**config.mk**
```make
export PLATFORM = sky130hd
export DESIGN_NAME = handshake_fifo_break_dv_flat
export DESIGN_NICKNAME = d
export VERILOG_FILES = /design/src/rtl/handshake_fifo_break_dv_if.sv /design/src/rtl/handshake_fifo_break_dv.sv /design/src/flat_wrapper.sv
export SDC_FILE = /design/constraint.sdc
export NUM_CORES = 1
export LEC_CHECK = 0
export CORE_MARGIN = 2
export CORE_UTILIZATION = 54
export DETAILED_ROUTE_END_ITERATION = 7
export PLACE_DENSITY = 0.77
export SYNTH_ARGS = -nofsm -noshare
export SYNTH_HDL_FRONTEND = slang
export SYNTH_SLANG_ARGS = --single-unit
```
**constraint.sdc**
```tcl
create_clock -name clk -period 2.4 [get_ports clk]
set_input_delay 0.72 -clock clk [delete_from_list [all_inputs] [get_ports clk]]
set_output_delay 0.72 -clock clk [all_outputs]
set_load 0.01 [all_outputs]
```
**src/rtl/handshake_fifo_break_dv_if.sv**
```systemverilog
// Token handshake bundle between an upstream operator stage, the elastic FIFO
// and its downstream consumer.
interface handshake_fifo_break_dv_if #(
  parameter int DATA_WIDTH = 32
);
  logic [DATA_WIDTH-1:0] ins;
  logic                  ins_valid;
  logic                  ins_ready;
  logic [DATA_WIDTH-1:0] outs;
  logic                  outs_valid;
  logic                  outs_ready;

  modport master (
    output ins, ins_valid, outs_ready,
    input  ins_ready, outs, outs_valid
  );

  modport slave (
    input  ins, ins_valid, outs_ready,
    output ins_ready, outs, outs_valid
  );
endinterface

```
**src/rtl/handshake_fifo_break_dv.sv**
```systemverilog
// Elastic FIFO whose valid and ready outputs both come straight from registers,
// cutting the combinational handshake chain between dataflow stages.
module handshake_fifo_break_dv #(
  parameter int DATA_WIDTH = 32,
  parameter int NUM_SLOTS  = 4
) (
  input logic                    clk,
  input logic                    rst,
  handshake_fifo_break_dv_if.slave bus
);
  localparam int PTR_W = (NUM_SLOTS > 2) ? $clog2(NUM_SLOTS) : 1;
  localparam int CNT_W = $clog2(NUM_SLOTS + 1);

  logic [DATA_WIDTH-1:0] r_mem [NUM_SLOTS];
  logic [PTR_W-1:0]      r_rdPtr;
  logic [PTR_W-1:0]      r_wrPtr;
  logic [CNT_W-1:0]      r_count;
  logic [CNT_W-1:0]      w_countNext;
  logic                  r_empty;
  logic                  r_full;
  logic                  w_push;
  logic                  w_pop;

  // Explicit wrap keeps non-power-of-two depths from walking past the last slot.
  function automatic logic [PTR_W-1:0] nextPtr(input logic [PTR_W-1:0] ptr);
    return (ptr == PTR_W'(NUM_SLOTS - 1)) ? '0 : ptr + 1'b1;
  endfunction

  assign w_push = bus.ins_valid && !r_full;
  assign w_pop  = !r_empty && bus.outs_ready;

  assign bus.ins_ready  = !r_full;
  assign bus.outs_valid = !r_empty;
  assign bus.outs       = r_mem[r_rdPtr];

  always_comb begin
    w_countNext = r_count;
    if (w_push && !w_pop) begin
      w_countNext = r_count + 1'b1;
    end else if (w_pop && !w_push) begin
      w_countNext = r_count - 1'b1;
    end
  end

  // Flags are derived from the next occupancy so they stay registered outputs.
  always_ff @(posedge clk or negedge rst) begin
    if (!rst) begin
      for (int i = 0; i < NUM_SLOTS; i++) begin
        r_mem[i] <= '0;
      end
      r_rdPtr <= '0;
      r_wrPtr <= '0;
      r_count <= '0;
      r_empty <= 1'b1;
      r_full  <= 1'b0;
    end else begin
      if (w_push) begin
        r_mem[r_wrPtr] <= bus.ins;
        r_wrPtr        <= nextPtr(r_wrPtr);
      end
      if (w_pop) begin
        r_rdPtr <= nextPtr(r_rdPtr);
      end
      r_count <= w_countNext;
      r_empty <= (w_countNext == '0);
      r_full  <= (w_countNext == CNT_W'(NUM_SLOTS));
    end
  end
endmodule

```
**src/flat_wrapper.sv**
```systemverilog
// flat-port wrapper written by rule: the top's interface ports become plain ports
module handshake_fifo_break_dv_flat 
#(
  parameter int DATA_WIDTH = 32,
  parameter int NUM_SLOTS  = 4
)
  (clk, rst, bus_ins, bus_ins_valid, bus_outs_ready, bus_ins_ready, bus_outs, bus_outs_valid);
  handshake_fifo_break_dv_if #(.DATA_WIDTH(DATA_WIDTH)) bus_i ();
  input logic clk;
  input logic rst;
  input wire logic [$bits(bus_i.ins)-1:0] bus_ins;
  input wire logic [$bits(bus_i.ins_valid)-1:0] bus_ins_valid;
  input wire logic [$bits(bus_i.outs_ready)-1:0] bus_outs_ready;
  output wire logic [$bits(bus_i.ins_ready)-1:0] bus_ins_ready;
  output wire logic [$bits(bus_i.outs)-1:0] bus_outs;
  output wire logic [$bits(bus_i.outs_valid)-1:0] bus_outs_valid;
  assign bus_i.ins = bus_ins;
  assign bus_i.ins_valid = bus_ins_valid;
  assign bus_i.outs_ready = bus_outs_ready;
  assign bus_ins_ready = bus_i.ins_ready;
  assign bus_outs = bus_i.outs;
  assign bus_outs_valid = bus_i.outs_valid;
  handshake_fifo_break_dv #(.DATA_WIDTH(DATA_WIDTH), .NUM_SLOTS(NUM_SLOTS)) u_core (.clk(clk), .rst(rst), .bus(bus_i));
endmodule
```
-- Word level (Yosys, flattened, before mapping)
Cells that the tools add are included.
- $add $sub $neg: 4
- div/mod/pow operators: 0
- reduce and logical (&&, ||, !) cells: 10
- bitwise gates (word level): 2
- shifts and indexed selects: 0
- multipliers: 0
- magnitude comparators: 3
- equal/unequal tests: 3
- multiplexer cells: 10
- operator list (cell ; count):
    bitwise mux 128 bit ; 1
    two-way mux 32 bit ; 3
    binary-select mux 32 bit (select 2 bit) ; 1
    demux 32 bit (select 2 bit) ; 1
    >= comparator 3 bit (second input constant) ; 2
    two-way mux 3 bit ; 2
    inverter 2 -> 3 bit ; 2
    logical AND 1 bit ; 5
    adder 2 x 1 -> 2 bit (second input constant) ; 2
    equality test 2 bit (second input constant) ; 2
    zero test 1 bit ; 4
    two-way mux 2 bit ; 2
    adder 3 x 1 -> 3 bit (second input constant) ; 1
    equality test 3 bit (second input constant) ; 1
    zero test 3 bit ; 1
    less-than comparator 3 x 1 -> 1 bit (second input constant) ; 1
    subtractor 3 x 1 -> 3 bit (second input constant) ; 1
- memories: 0
- output and inout bits: 34
- bits in registers: 137
- memory bits (read-only): 0
- bits in latches: 0
- input bits: 36
- bits in writable memories: 0

-- Logic depth before layout (Yosys ltp)
- word-level depth: 7
- mapped depth: 6
- depth with buffers taken out: 6

-- Worst setup path after synthesis
OpenSTA, ideal clock, no wires.
- kind: reg-to-output
- from: register u_core.r_rdPtr[0]
- to: output port bus_outs[0]
- cell stages (with the launch flop): 4
- arrival time: 1.392 ns
- setup slack: 0.288 ns
- path through: dfrtp_1 > buf_2 > buf_2 > mux4_2
- cells in the longest elaborated chain, start to end: 4
- ends and longest elaborated chain (element ; line ; text):
    start, declared ; handshake_fifo_break_dv.sv:15 ; logic [PTR_W-1:0] r_rdPtr;
    start signal, assigned ; handshake_fifo_break_dv.sv:62 ; r_rdPtr <= nextPtr(r_rdPtr);
    inverter 2 -> 3 bit (implied by the code) ; handshake_fifo_break_dv.sv:34 ; assign bus.outs = r_mem[r_rdPtr];
    binary-select mux 32 bit (select 2 bit) ; handshake_fifo_break_dv.sv:34 ;
    two-way mux 32 bit (implied by the code) (2 in a row) ; handshake_fifo_break_dv.sv:34 ;
    end, declared ; flat_wrapper.sv:15 ; output wire logic [$bits(bus_i.outs)-1:0] bus_outs;
No other way between the ends. The select of a mux whose other input is x is not followed.

-- Final worst setup path
- from: register u_core.r_rdPtr[0]
- to: output port bus_outs[21]
Same word-level chain as after synthesis.

==> metrics <==
# port buffers 69; DRC Markers 0; outcome complete, but fails checks; metal2 WL 6.45 mm; post-route cell area 8030 µm²; Arr. time, crit path 1.75 ns; dpl hpwl 8.02 mm; critical path data required time 1.68 ns; Setup crit end bus_outs[21]; n_diodes 0; minimum clock period 2.47 ns; dominant cells by area after synthesis dfrtp_1, mux2_2, mux2_4; Final nets 505; combinational family with the most area after synthesis multiplexers; RSZ-0062 raised after global routing true; relative slew slack 62.8%; gr ovfl total 0; met3 WL 608 µm; initial antenna violation count 0; placed cell count 580; dpl ws 0.0111 ns; yosys warns 0; CTS buffer count 17; Yosys top cell area share 53.7%; post-synthesis simple-gate area fraction 2.60%; Max Cap Viol 0; Starting DRT DRC Count 204; CTS Hold Buffers Added 0; H-tree levels 4; clk slew on worst S/H paths 0.06 ns; clock root buffer clkbuf_16; vias in the first global route 3999; Reg2Reg Launch Point u_core.r_count[0]; WL per Instance 21.0 µm; largest net degree at the start of global routing 59; element type at the critical path start flip-flop; GRT Util Overall 22.4%; DP Area 7290 µm²; row count 39; adder-cell share of the synthesized area 1.38%; DR vias 3502; failing checks setup timing; Setup crit start u_core.r_rdPtr[0]; Sink Count 137; post-synthesis mux area share 37.1%; Post-Route WL 13.0 mm; global-route wire length before repair 21.5 mm; CP max FO 7; Area growth syn-to-layout 26.6%; # fillers 760; DR pass1 iterations 4; XOR/XNOR Fraction of Synth Area 0.414%; DRT met1 WL 5.79 mm; R2R cell count 5; setup ws final -0.0736 ns; slowest cell on the critical path mux4_2; cell chain of the critical path buf_12, buf_12, mux4_2, buf_6; Pleak 3.65 nW; PD cells 1570 nW/µm²; R2R setup slack 0.60 ns; top layer in use met4; DIE AREA 12600 µm²; crit path kind flip-flop to output port; final period utilization 103%; Skew-Pair Late Insertion Delay 0.41 ns; post-synthesis net count 412; Compound-Gate Fraction of Synth Area 0.987%; cell taking the most area after synthesis dfrtp_1; Worst path depth 4; TNS Setup -1.29 ns; final cell count without fillers 618; Clock Skews 0.00850 ns; Initial Util 55.5%; # setup viols final 32; IO Count 70; RePlAce Congestion 0.747; slowest stage delay, CP 0.52 ns; VDD IR max 0.000912 V; worst-margin pin slew 0.558 ns; r2r endpoint u_core.r_empty; post-synthesis sequential area ratio 54.1%; CP Capture Type output port; post-synth cell types 33; CTS tree done; critical path's top delay family multiplexers; Post-Syn Area 6340 µm²; Die W 112 µm; Mapped Cells 369; Final Hold Violating Endpoints 0; Util after Layout 70.3%; Fmax 0.404 GHz; Die Y 112 µm; CTS Buffer Depth 2; Vias/cell 5.67; Worst Path Buf+Inv 3; cell mode on critical path buf_12; fraction of layout cells with a size suffix above 1 54.5%; worst hold path class input pin to async pin; average size of a mapped cell 17.2 µm²; Yosys reg bits 137; Slew Viols, Final 0; core box area 11400 µm²; Antenna Violating Nets Remaining 0
[Yosys cell counts]
| library cell | instances |
|---|---|
| nand2b_4 | 1 |
| and2_1 | 1 |
| mux2_4 | 51 |
| nand2_4 | 4 |
| xnor2_1 | 2 |
| or4_1 | 1 |
| and3_1 | 1 |
| o211ai_1 | 1 |
| mux4_2 | 32 |
| buf_4 | 1 |
| inv_1 | 7 |
| o21ai_0 | 4 |
| clkbuf_1 | 3 |
| ha_1 | 7 |
| a21o_1 | 2 |
| nor3_1 | 1 |
| dfrtp_1 | 136 |
| o311ai_1 | 1 |
| nand2_1 | 7 |
| buf_2 | 4 |
| nand4_1 | 1 |
| nor2b_4 | 1 |
| clkbuf_2 | 1 |
| buf_6 | 13 |
| xor2_1 | 1 |
| or3_1 | 2 |
| nand3b_1 | 1 |
| mux2_2 | 77 |
| dfstp_2 | 1 |
| nor2b_1 | 1 |
| a21boi_2 | 1 |
| nor2_1 | 1 |
| nand3_1 | 1 |
[through the flow]
stage / power [W] / hold WS, ns
after floorplan: 0.00754 / 0.424
after global placement: 0.00937 / 0.481
after detailed placement: 0.00962 / 0.489
after CTS: 0.0125 / 0.292
after global routing: 0.0133 / 0.315
final: 0.0126 / 0.270
[report_power, final]
group	internal, W	switching (W)
logic	0.00369	0.00207
registers	0.00351	0.000667
clock network	0.00169	0.000970
[flip-flops by register name, indices dropped and copies added (netlist names)]
register and flops:
u_core.r_count 3, u_core.r_empty 1, u_core.r_full 1, u_core.r_mem 128
u_core.r_rdPtr 2, u_core.r_wrPtr 2
[logic make-up (layout without fill, tap and decap cells)]
logic type	Yosys count	in the layout
compound gates	9	9
flops	137	137
fa+ha+maj	7	7
buf+inv	29	135
mux	160	160
simple gates	24	24
xor+xnor	3	3
[final cells by class]
| class | count | area [µm²] | area share [%] |
|---|---|---|---|
| clock buffers | 21 | 460 | 5.73 |
| clock inverters | 11 | 146 | 1.82 |
| inverters | 7 | 26.3 | 0.327 |
| multi-input cells | 203 | 2700 | 33.6 |
| flip-flops and latches | 137 | 3430 | 42.7 |
| well taps | 143 | 179 | 2.23 |
| repair buffers | 96 | 1090 | 13.6 |
[cell usage in the layout, fill, tap and decap left out, drive strengths merged, types with 3 or more instances in the layout]
cell type	synthesis	final
dfrtp	136	136
clkdlybuf4s50	0	36
clkinvlp	0	5
ha	7	7
bufinv	0	3
buf	18	60
clkbuf	4	21
mux4	32	32
inv	7	7
nand2	11	11
o21ai	4	4
mux2	128	128
clkinv	0	3
[layer usage]
metal  vias up  global-route usage, %
met2        78                   35.4
met5         -                      0
li1       1553                      -
met4         0                   7.15
met1      1860                   30.1
met3        11                   6.75
[timing repair]
action	in CTS	in global routing
cloned	3	0
gates resized for setup	147	18
buffers inserted	4	1
endpoints found under the hold margin	0	0
endpoints found under the setup margin	32	32
[worst min path at each step]
stage | start | endpoint | slack (ns) | cells past startpoint
6_report | rst | u_core.r_mem[119] | 0.27 | 1
5_1_grt | rst | u_core.r_mem[118] | 0.32 | 1
4_1_cts | rst | u_core.r_mem[96] | 0.29 | 1
3_5_place_dp | u_core.r_mem[48] | u_core.r_mem[48] | 0.49 | 1
3_3_place_gp | u_core.r_mem[15] | u_core.r_mem[15] | 0.48 | 1
2_1_floorplan | rst | u_core.r_count[0] | 0.42 | 0
[worst reg2reg max path: cells and delay by family (launching register included)]
kind	cells	cell delay (ns)
buffers and inverters	1	0.11
AOI/OAI and AO/OA	2	0.36
adders and majority gates	1	0.34
DFF	1	0.39
and+or+nand+nor	1	0.53
No activity file was read; power rests on OpenSTA's default activity.
